<file path="src/rtl/board_state_uart_tx.sv">
// Board-state UART transmitter: snapshots the 100-cell board, sends it as an 8N1 framed byte stream.
// Define BOARD_TX_CHECKSUM_EN to append an XOR checksum byte of the payload.
module board_state_uart_tx #(
    parameter int          CLKS_PER_BIT = 868,
    parameter logic [7:0]  SYNC_BYTE    = 8'hA5
) (
    input  logic         clk,
    input  logic         reset,
    input  logic [399:0] cell_state_flat,
    input  logic         send_req,
    output logic         tx,
    output logic         busy,
    output logic         done
);
    localparam int BW = (CLKS_PER_BIT > 1) ? $clog2(CLKS_PER_BIT) : 1;
    localparam logic [BW-1:0] BAUD_LAST    = BW'(CLKS_PER_BIT - 1);
    localparam logic [5:0]    PAYLOAD_LAST = 6'd50;
`ifdef BOARD_TX_CHECKSUM_EN
    localparam logic [5:0]    LAST_BYTE    = 6'd51;
`else
    localparam logic [5:0]    LAST_BYTE    = 6'd50;
`endif

    typedef enum logic [1:0] {IDLE, START, DATA, STOP} state_t;

    state_t          state, next_state;
    logic [BW-1:0]   baud_cnt;
    logic [2:0]      bit_cnt;
    logic [5:0]      byte_idx;
    logic [399:0]    snap;
    logic [7:0]      cur_byte;
    logic            bit_end;
    logic            accept;
    logic            last_stop;
`ifdef BOARD_TX_CHECKSUM_EN
    logic [7:0]      csum;
`endif

    assign bit_end   = (baud_cnt == BAUD_LAST);
    assign accept    = (state == IDLE) && send_req;
    assign last_stop = (state == STOP) && bit_end && (byte_idx == LAST_BYTE);

    // The snapshot shifts down one byte per payload byte sent, so the current payload is always snap[7:0].
    always_comb begin
        cur_byte = snap[7:0];
        if (byte_idx == 6'd0)
            cur_byte = SYNC_BYTE;
`ifdef BOARD_TX_CHECKSUM_EN
        if (byte_idx == LAST_BYTE)
            cur_byte = csum;
`endif
    end

    always_ff @(posedge clk) begin
        if (reset)
            state <= IDLE;
        else
            state <= next_state;
    end

    always_comb begin
        next_state = state;
        case (state)
            IDLE:  if (send_req)                     next_state = START;
            START: if (bit_end)                      next_state = DATA;
            DATA:  if (bit_end && bit_cnt == 3'd7)   next_state = STOP;
            STOP:  if (bit_end)
                       next_state = (byte_idx == LAST_BYTE) ? IDLE : START;
            default:                                 next_state = IDLE;
        endcase
    end

    always_comb begin
        busy = (state != IDLE);
        case (state)
            START:   tx = 1'b0;
            DATA:    tx = cur_byte[bit_cnt];
            default: tx = 1'b1;
        endcase
    end

    always_ff @(posedge clk) begin
        if (reset) begin
            baud_cnt <= '0;
            bit_cnt  <= '0;
            byte_idx <= '0;
            snap     <= '0;
            done     <= 1'b0;
`ifdef BOARD_TX_CHECKSUM_EN
            csum     <= '0;
`endif
        end else begin
            done <= last_stop;
            if (accept) begin
                snap     <= cell_state_flat;
                baud_cnt <= '0;
                bit_cnt  <= '0;
                byte_idx <= '0;
`ifdef BOARD_TX_CHECKSUM_EN
                csum     <= '0;
`endif
            end else if (state != IDLE) begin
                if (bit_end) begin
                    baud_cnt <= '0;
                    if (state == DATA)
                        bit_cnt <= bit_cnt + 3'd1;
                    if (state == STOP) begin
                        byte_idx <= (byte_idx == LAST_BYTE) ? 6'd0 : byte_idx + 6'd1;
                        if (byte_idx != 6'd0 && byte_idx <= PAYLOAD_LAST) begin
                            snap <= {8'h00, snap[399:8]};
`ifdef BOARD_TX_CHECKSUM_EN
                            csum <= csum ^ snap[7:0];
`endif
                        end
                    end
                end else begin
                    baud_cnt <= baud_cnt + 1'b1;
                end
            end
        end
    end
endmodule

</file>
<file path="config.mk">
export PLATFORM = sky130hd
export DESIGN_NAME = board_state_uart_tx
export DESIGN_NICKNAME = d
export VERILOG_FILES = /design/src/rtl/board_state_uart_tx.sv
export SDC_FILE = /design/constraint.sdc
export NUM_CORES = 1
export LEC_CHECK = 0
export ABC_AREA = 1
export ABC_CLOCK_PERIOD_IN_PS = 1800
export CAP_MARGIN = 20
export CELL_PAD_IN_SITES_DETAIL_PLACEMENT = 1
export CELL_PAD_IN_SITES_GLOBAL_PLACEMENT = 2
export CORE_MARGIN = 2
export CORE_UTILIZATION = 27
export CTS_CLUSTER_SIZE = 12
export DETAILED_ROUTE_END_ITERATION = 8
export GPL_ROUTABILITY_DRIVEN = 0
export PLACE_DENSITY_LB_ADDON = 0.1
export SETUP_SLACK_MARGIN = 0.02
export SLEW_MARGIN = 15
export SYNTH_ARGS = -nofsm -noshare
export SYNTH_HDL_FRONTEND = slang
export SYNTH_SLANG_ARGS = --single-unit
</file>
<file path="constraint.sdc">
create_clock -name clk -period 1.8 [get_ports clk]
set_input_delay 0.36 -clock clk [delete_from_list [all_inputs] [get_ports clk]]
set_output_delay 0.36 -clock clk [all_outputs]
set_load 0.02 [all_outputs]
</file>
==> reports/summary.txt <==
dominant cells by area after synthesis: dfxtp_1 40%, mux2i_1 18%, nor2_1 14%
clk_lat worst skew: 0.61 ns
Die X: 284 um
CTS Sinks: 422
drc violations: 0
Max rail drop VDD: 738 uV
CTS H-tree lvls: 2
die area: 80500 um^2
reg-to-reg startpoint: byte_idx[0]$_SDFFE_PP0P_
Critical Path AT: 1.94 ns
num ports: 406
Die Ht: 284 um
vias in the first global route: 22100
failing checks: setup timing
crit path launch: byte_idx[0]$_SDFFE_PP0P_
Clock transition at path regs: 0.06 ns
leading area contributor after synthesis: dfxtp_1
number of flops mapped to enable cells by yosys: 0
drt total wl: 90500 um
worst-path cell chain: inv_4, ha_4, nand3_4, buf_6, nand2_1, nand2_1, nand3_1, nand3_1, nand2_1, nand2_1, nand2_1, buf_6
FF+latch count, synth: 422
Crit-path slowest cell: dfxtp_2
PD cells: 1480 nW/um^2
CTS buffer count: 54
sequential element share of the synthesized area: 40.0%
Final Hold Fails: 0
Net Count, Synth: 3235
status: complete, but fails checks
WS Path Type: register to output port
uppermost layer routed: met5
Final Cycle Share: 128%
Worst Clk Skew: 0.0231 ns
startpoint types: register
wl on met1: 40600 um
Detailed Routing Iterations Pass 1: 4
static leakage: 0.0158 uW
worst hold margin: 0.338 ns
R2R Setup Slk: -0.44 ns
area grow syn2layout: 67.0%
syn_area_per_cell: 7.49 um^2
initial core utilization: 27.3%
Final Setup Violations: 408
Root Driver: clkbuf_16
Pint: 32400 uW
HPWL Detailed: 53800 um
nets: 3817
Critical Path RT: 1.44 ns
CTS tree: yes
Hold WC Path Type: primary input to register
combinational power share: 51.0%
cells on worst reg2reg path: 17
Core Area: 77500 um^2
unrepaired setup endpoints after global routing: yes
aggregate global-route resource usage: 20.4%
clock power share: 20.8%
hold path depth: 3
share of cells above drive strength 1: 25.7%
global-route wire length before repair: 130000 um
Post-synth ARST share: 0%
most used cell, CP: nand2_1
prevailing post-synth register cell: dfxtp_1
post-route ant nets: 0
via density per instance: 4.73
Synth Warn #: 0
Mapped Cells: 2821
WL/cell: 20.2 um
worst slew pin tran: 0.442 ns
FF-to-FF End: snap[386]$_SDFFE_PP0P_
Power Total: 52300 uW
Max stage delay on crit path: 0.33 ns
# port buffers: 405
Vias: 21200
Slew Viols, Final: 0
routed wl met2: 43600 um
CP Max Fanout: 5
max_slew headroom: 70.2%
initial drt markers: 841
Clock Path Buffers: 3
area share of the largest cell type after synthesis: 40.0%
met3 WL post-DR: 4070 um
library cells used by synthesis: 31
Commonest cells post-synth: 806 x nor2_1, 454 x nand2_1, 422 x dfxtp_1
Sw Ratio: 38.1%
Max Cap Viol: 0
antenna violations before repair: 13
grt total ovfl: 0
largest net degree at the start of global routing: 49
min cycle time layout: 2.30 ns
Fmax: 0.435 GHz
sequential power share: 28.2%
P_sw: 19900 uW
Cell Area, Synth: 21100 um^2
setup ws final: -0.500 ns
CP Capture Type: output port
row cnt: 102
most common cell in the netlist: nor2_1
CP Capture Point: tx
-- power by group through the flow --
stage / combinational (uW) / sequential, uW / clock [uW]
after global placement: 16900 / 14300 / 0
after CTS: 22800 / 14400 / 11200
final: 26700 / 14700 / 10900
after global routing: 28800 / 15100 / 11600
after detailed placement: 17200 / 14400 / 0
after floorplan: 11900 / 13800 / 0
-- area by class of cell --
| class | count | area (um^2) |
|---|---|---|
| Sequential cell | 422 | 8450 |
| Tap cell | 1040 | 1300 |
| Timing Repair Buffer | 744 | 9990 |
| Fill cell | 8823 | 42200 |
| Inverter | 37 | 156 |
| Clock inverter | 11 | 82.6 |
| Multi-Input combinational cell | 2144 | 13600 |
| Clock buffer | 85 | 1690 |
| Antenna cell | 4 | 10.0 |
-- placed cells by master, fill, tap and decap left out, drive strengths merged, types with 2 or more instances in the layout --
cell | Yosys | final
a21oi | 22 | 22
buf | 179 | 303
bufbuf | 0 | 2
clkbuf | 40 | 121
clkdlybuf4s50 | 0 | 402
clkinv | 2 | 10
dfxtp | 422 | 422
diode | 0 | 4
ha | 11 | 11
inv | 35 | 36
mux2i | 385 | 385
nand2 | 456 | 457
nand3 | 410 | 410
nand4 | 5 | 5
nor2 | 809 | 809
nor3 | 4 | 4
nor3b | 2 | 2
o21ai | 22 | 22
or2 | 10 | 10
xor2 | 4 | 4
-- critical path, delay by kind of cell (launching register included) --
family	cells	cell delay, ns
and+or+nand+nor	8	0.53
DFF	1	0.33
adders and majority gates	1	0.15
buffers and inverters	3	0.34
-- logic make-up (layout without fill, tap and decap cells) --
kind of cell | after synthesis | count (layout) | synth area share [%]
multiplexers | 385 | 385 | 18.2
AND/OR/NAND/NOR | 1697 | 1698 | 33.0
adder cells (fa/ha/maj) | 11 | 11 | 0.652
flip-flops | 422 | 422 | 40.0
XOR/XNOR | 5 | 5 | 0.207
buffers and inverters | 256 | 877 | 6.82
other | 0 | 4 | 0
AO/OA/AOI/OAI | 45 | 45 | 1.12
-- registers in the layout (all words and copies together) (netlist names) --
register / count
bit_cnt: 3
snap: 400
baud_cnt: 10
done: 1
state: 2
byte_idx: 6
-- metrics by stage --
stage | instances | worst slack (ns) | instance area [um^2] | TNS (ns) | utilization (%)
after detailed placement | 4222 | -0.359 | 27400 | -113.49 | 35.4
after floorplan | 2821 | 0.0535 | 21200 | 0 | -
after CTS | 4421 | -0.551 | 32400 | -136.11 | 41.8
after global placement | 4222 | -0.340 | 27400 | -98.72 | 35.4
after global routing | 4487 | -0.640 | 35300 | -153.57 | 45.5
final | 4487 | -0.500 | 35300 | -104.61 | 45.5
-- routing by layer --
layer / vias up / global-route usage, %
li1: 10500 / -
met1: 10300 / 26.4
met2: 374 / 34.8
met3: 128 / 3.85
met4: 18 / 4.75
met5: - / 0
-- repair_timing --
item	CTS	global route
hold buffers	0	0
resized for setup	267	491
gates cloned	61	45
buffers inserted	42	42
pin swaps	34	188
setup endpoints to repair	421	422
-- worst min path at each step --
stage | startpoint | end | slack (ns)
after floorplan | reset | state[0]$_SDFFE_PP0P_ | 0.42
after global placement | snap[319]$_SDFFE_PP0P_ | snap[319]$_SDFFE_PP0P_ | 0.46
after detailed placement | snap[220]$_SDFFE_PP0P_ | snap[220]$_SDFFE_PP0P_ | 0.47
after CTS | cell_state_flat[394] | snap[394]$_SDFFE_PP0P_ | 0.30
after global routing | cell_state_flat[395] | snap[395]$_SDFFE_PP0P_ | 0.33
final | cell_state_flat[394] | snap[394]$_SDFFE_PP0P_ | 0.34
(Power assumes the default switching activity.)
